$ cat src/rtl/fifo_pkg.sv
// Shared constants and pointer type for the asynchronous FIFO read-side logic.
package fifo_pkg;
  localparam int ADDR_W_DEF      = 4;
  localparam int SYNC_STAGES_DEF = 2;
  localparam int AE_THRESH_DEF   = 1;

  typedef logic [ADDR_W_DEF:0] ptr_t;
endpackage

$ cat src/rtl/bin2gray.sv
// Binary to reflected-Gray converter, purely combinational.
module bin2gray #(
  parameter int WIDTH = 5
) (
  input  logic [WIDTH-1:0] bin,
  output logic [WIDTH-1:0] gray
);
  assign gray = bin ^ (bin >> 1);
endmodule

$ cat src/rtl/gray2bin.sv
// Reflected-Gray to binary converter: each binary bit is the XOR of all Gray bits at or above it.
module gray2bin #(
  parameter int WIDTH = 5
) (
  input  logic [WIDTH-1:0] gray,
  output logic [WIDTH-1:0] bin
);
  always_comb begin
    bin = '0;
    for (int i = 0; i < WIDTH; i++) begin
      bin[i] = ^(gray >> i);
    end
  end
endmodule

$ cat src/rtl/sync_2ff.sv
// Multi-flop synchronizer chain for a Gray-coded bus; no logic between stages.
module sync_2ff #(
  parameter int WIDTH  = 5,
  parameter int STAGES = 2
) (
  input  logic             clk,
  input  logic             rst_n,
  input  logic [WIDTH-1:0] d,
  output logic [WIDTH-1:0] q
);
  logic [WIDTH-1:0] stage [STAGES];

  always_ff @(posedge clk or negedge rst_n) begin
    if (!rst_n) begin
      for (int i = 0; i < STAGES; i++) stage[i] <= '0;
    end else begin
      stage[0] <= d;
      for (int i = 1; i < STAGES; i++) stage[i] <= stage[i-1];
    end
  end

  assign q = stage[STAGES-1];
endmodule

$ cat src/rtl/fifo_rd_ctrl.sv
// Read-domain controller of an async FIFO: read pointer, Gray export, and
// registered empty / almost-empty / occupancy flags from the synchronized write pointer.
module fifo_rd_ctrl
  import fifo_pkg::*;
#(
  parameter int ADDR_W      = ADDR_W_DEF,
  parameter int SYNC_STAGES = SYNC_STAGES_DEF,
  parameter int AE_THRESH   = AE_THRESH_DEF
) (
  input  logic              rclk,
  input  logic              rrst_n,
  input  logic              rinc,
  input  logic [ADDR_W:0]   wptr_gray,
  output logic [ADDR_W-1:0] raddr,
  output logic [ADDR_W:0]   rptr_gray,
  output logic              rempty,
  output logic              ralmost_empty,
  output logic [ADDR_W:0]   rcount,
  output logic              rd_underflow
);
  localparam int PTR_W = ADDR_W + 1;
  localparam logic [PTR_W-1:0] AE_LIM = AE_THRESH[PTR_W-1:0];

  logic [PTR_W-1:0] rbin;
  logic [PTR_W-1:0] rbin_next;
  logic [PTR_W-1:0] rgray_next;
  logic [PTR_W-1:0] wq_gray;
  logic [PTR_W-1:0] wq_bin;
  logic [PTR_W-1:0] rcount_next;
  logic             accept;

  sync_2ff #(.WIDTH(PTR_W), .STAGES(SYNC_STAGES)) u_wptr_sync (
    .clk   (rclk),
    .rst_n (rrst_n),
    .d     (wptr_gray),
    .q     (wq_gray)
  );

  // Handshake: rinc is a request, ~rempty is the grant; a read is taken
  // only on a cycle where both are high, otherwise it is flagged as underflow.
  assign accept      = rinc & ~rempty;
  assign rbin_next   = rbin + {{ADDR_W{1'b0}}, accept};
  assign rcount_next = wq_bin - rbin_next;

  bin2gray #(.WIDTH(PTR_W)) u_rbin2gray (
    .bin  (rbin_next),
    .gray (rgray_next)
  );

  gray2bin #(.WIDTH(PTR_W)) u_wq2bin (
    .gray (wq_gray),
    .bin  (wq_bin)
  );

  // Flags use the post-read pointer so the last read asserts empty on its own edge.
  always_ff @(posedge rclk or negedge rrst_n) begin
    if (!rrst_n) begin
      rbin          <= '0;
      rptr_gray     <= '0;
      rempty        <= 1'b1;
      ralmost_empty <= 1'b1;
      rcount        <= '0;
      rd_underflow  <= 1'b0;
    end else begin
      rbin          <= rbin_next;
      rptr_gray     <= rgray_next;
      rempty        <= (rgray_next == wq_gray);
      ralmost_empty <= (rcount_next <= AE_LIM);
      rcount        <= rcount_next;
      rd_underflow  <= rinc & rempty;
    end
  end

  assign raddr = rbin[ADDR_W-1:0];
endmodule

$ cat config.mk
export PLATFORM = sky130hd
export DESIGN_NAME = fifo_rd_ctrl
export DESIGN_NICKNAME = d
export VERILOG_FILES = /design/src/rtl/fifo_pkg.sv /design/src/rtl/bin2gray.sv /design/src/rtl/gray2bin.sv /design/src/rtl/sync_2ff.sv /design/src/rtl/fifo_rd_ctrl.sv
export SDC_FILE = /design/constraint.sdc
export NUM_CORES = 1
export LEC_CHECK = 0
export BUFFER_PORTS_ARGS = -buffer_cell sky130_fd_sc_hd__buf_4
export CORE_ASPECT_RATIO = 0.75
export CORE_MARGIN = 5
export CORE_UTILIZATION = 35
export DETAILED_ROUTE_END_ITERATION = 6
export PLACE_DENSITY = 0.56
export SLEW_MARGIN = 20
export SYNTH_ARGS = -nofsm -noshare
export SYNTH_HDL_FRONTEND = slang
export SYNTH_SLANG_ARGS = --single-unit
$ cat constraint.sdc
create_clock -name rclk -period 7 [get_ports rclk]
set_clock_uncertainty 0.15 [all_clocks]
set_input_delay 1.05 -clock rclk [delete_from_list [all_inputs] [get_ports rclk]]
set_output_delay 1.05 -clock rclk [all_outputs]
set_load 0.1 [all_outputs]
==> impl_metrics.tcl <==
set metrics [dict create \
    final_common_cell "dfrtp_1" \
    vias_per_cell 4.54 \
    grtUsageTotal 0.0947 \
    drt_wl_total_um 1800 \
    grt_pass1_vias 681 \
    fin_util 0.465 \
    drive_above_1_share 0.336 \
    cts-hold-fix-buffers 0 \
    worst_path_max_delay_cell "xor2_1" \
    final.min_clock_period_ns 3.48 \
    hold_slack_ns 0.203 \
    mostFrequentLayoutCells "25 x dfrtp_1, 24 x buf_4, 9 x xor2_1" \
    fillers 290 \
    htreeDepth 1 \
    cp_num_buf_inv 2 \
    cp-start-kind "input pin" \
    crit_type "in2reg" \
    yosys_warnings 0 \
    status "finished, final reports clean" \
    layout.cells.non_filler 148 \
    ctsResizeCount 0 \
    numCtsBuffers 3 \
    ys_seq_elements 27 \
    reg2reg_slack_ns 3.95 \
    critPathMaxStageDelay_ns 0.40 \
    syn_area_per_cell_um2 13.7 \
    ioPinCount 25 \
    postRouteAntennaNets 0 \
    initial_core_util 0.376 \
    nets 124 \
    period_share 0.498 \
    syn2layout_area_growth_pct 23.7 \
    synth_top_area_share 0.551 \
    path_cells "buf_4 > nor2b_1 > ha_1 > ha_1 > xor2_1 > inv_1 > ha_1 > nor2b_1 > nand2_1 > a31o_2 > a21oi_1 > nand2b_1" \
    clkTransAtPathRegs_ns 0.08 \
    grt_pass1_wl_um 3080 \
    rsz0062_at_grt "false" \
    cts_tree "done" \
    globalRouteOverflowTotal 0 \
    worstPathMaxFanout 6 \
    die-width_um 75.8 \
    yosysUniqueCellTypes 26 \
    cts.sinks 27 \
    slew_headroom 0.700 \
    vias 672 \
    drc_errors 0 \
    syn-cell-area_um2 1130 \
    hold_path.class "reg2reg" \
    worst_slew_pin_slew_ns 0.449 \
    first_pass_iters 3 \
    synthTopCellsByArea "dfrtp_1 55%, xor2_1 6.9%, ha_1 5.5%" \
    seq_area_um2 678 \
    drt_iter0_drc 17 \
    cp.required_ns 7.06 \
    post-dp-hpwl_um 1400 \
    max_freq_mhz 287 \
    cts_max_path_buffers 2 \
    core_region_area_um2 3020 \
    worstPathArrival_ns 3.54 \
    postCtsSetupBuffers 0 \
    grt_max_degree 28 \
    numPortBuffers 24 \
    hold_violations 0 \
    cts_root_buf "clkbuf_8" \
    ys_seq_area_frac 0.598 \
    syn_inst 83 \
    tns_ns 0 \
    grt_antenna_before_repair 0 \
    maxCapViolCount 0 \
    antenna_cells 0 \
    endpoint_kind "flop" \
    post-synth-top-area-cell "dfrtp_1" \
    clk_latency_ns 0.26 \
    multiInputGateArea_um2 434 \
    drv_slew 0 \
    avgRoutedWirePerCell_um 12.2 \
    place_congestion 0.694 \
    setup_violations 0 \
    critical_path.top_delay_family "adder cells" \
    die_h_um 59.3 \
    rows 17 \
    path_common_cell "ha_1" \
    fp.dieArea_um2 4490 \
    dp.cells 144 \
    synth_nets 96 \
]
## cell families after synthesis
group	Yosys count	share of synthesized area
AND/OR/NAND/NOR	16	0.0838
AO/OA/AOI/OAI	9	0.0628
XOR/XNOR	20	0.181
adder cells (fa/ha/maj)	5	0.0551
flip-flops	27	0.598
buffers and inverters	6	0.0198
## stage by stage
step,instance area (um2),setup slack (ns)
finish,1400,3.52
global route,1400,3.32
CTS,1400,3.56
detailed placement,1360,3.29
global placement,1360,3.35
floorplan,1130,3.62
## metal layers
layer  track usage  vias to the layer above  part of all wire
met5             0                        -                 0
met4        0.0449                        0             0.019
met3        0.0407                        4             0.097
met2         0.135                       21              0.42
met1         0.122                      319              0.46
li1              -                      328                 -
## final cells by class
class	count	share of cell area
Sequential cell	27	0.483
Multi-Input combinational cell	50	0.309
Timing Repair Buffer	24	0.128
Tap cell	38	0.0339
Clock buffer	4	0.0321
Inverter	5	0.0134
## cell usage after synthesis
master and count:
a211oi_1 1, a21o_1 1, a21oi_1 2, a22o_2 1, a311oi_2 1, a31o_2 1, and2_1 1, and3_1 2
clkbuf_1 1, dfrtp_1 25, dfstp_2 2, ha_1 5, inv_1 5, nand2_1 2, nand2b_1 2, nand3_1 3
nor2_1 1, nor2b_1 2, nor3_1 2, nor4b_2 1, o21ai_0 1, o21bai_1 1, xnor2_1 7, xnor2_2 3
xor2_1 9, xor2_2 1
## flip-flops by register name, summed over array words and instances (netlist names)
signal,count
u_wptr_sync.stage,5
rbin,5
ralmost_empty,1
u_wptr_sync.q,5
rcount,5
rempty,1
rptr_gray,4
rd_underflow,1
## final timing paths
path | cells after the start | startpoint | to
worst max register to register | 11 | rempty | rcount[4]
worst max-delay path | 12 | rinc | rcount[4]
max in group asynchronous | 1 | rrst_n | ralmost_empty
worst min register to register | 0 | u_wptr_sync.stage[7] | u_wptr_sync.q[2]
worst min-delay path | 0 | u_wptr_sync.stage[7] | u_wptr_sync.q[2]
min in group asynchronous | 1 | rrst_n | rd_underflow
## worst reg2reg max path: cells and delay by family (launching register included)
kind | cells | cell delay (ns)
compound gates | 2 | 0.45
xor+xnor | 1 | 0.40
fa+ha+maj | 3 | 0.80
buf+inv | 1 | 0.14
flops | 1 | 0.54
simple gates | 4 | 0.52
Power is not shown: default switching activity piles up to over one toggle a cycle in this logic, so the estimate is an artifact.
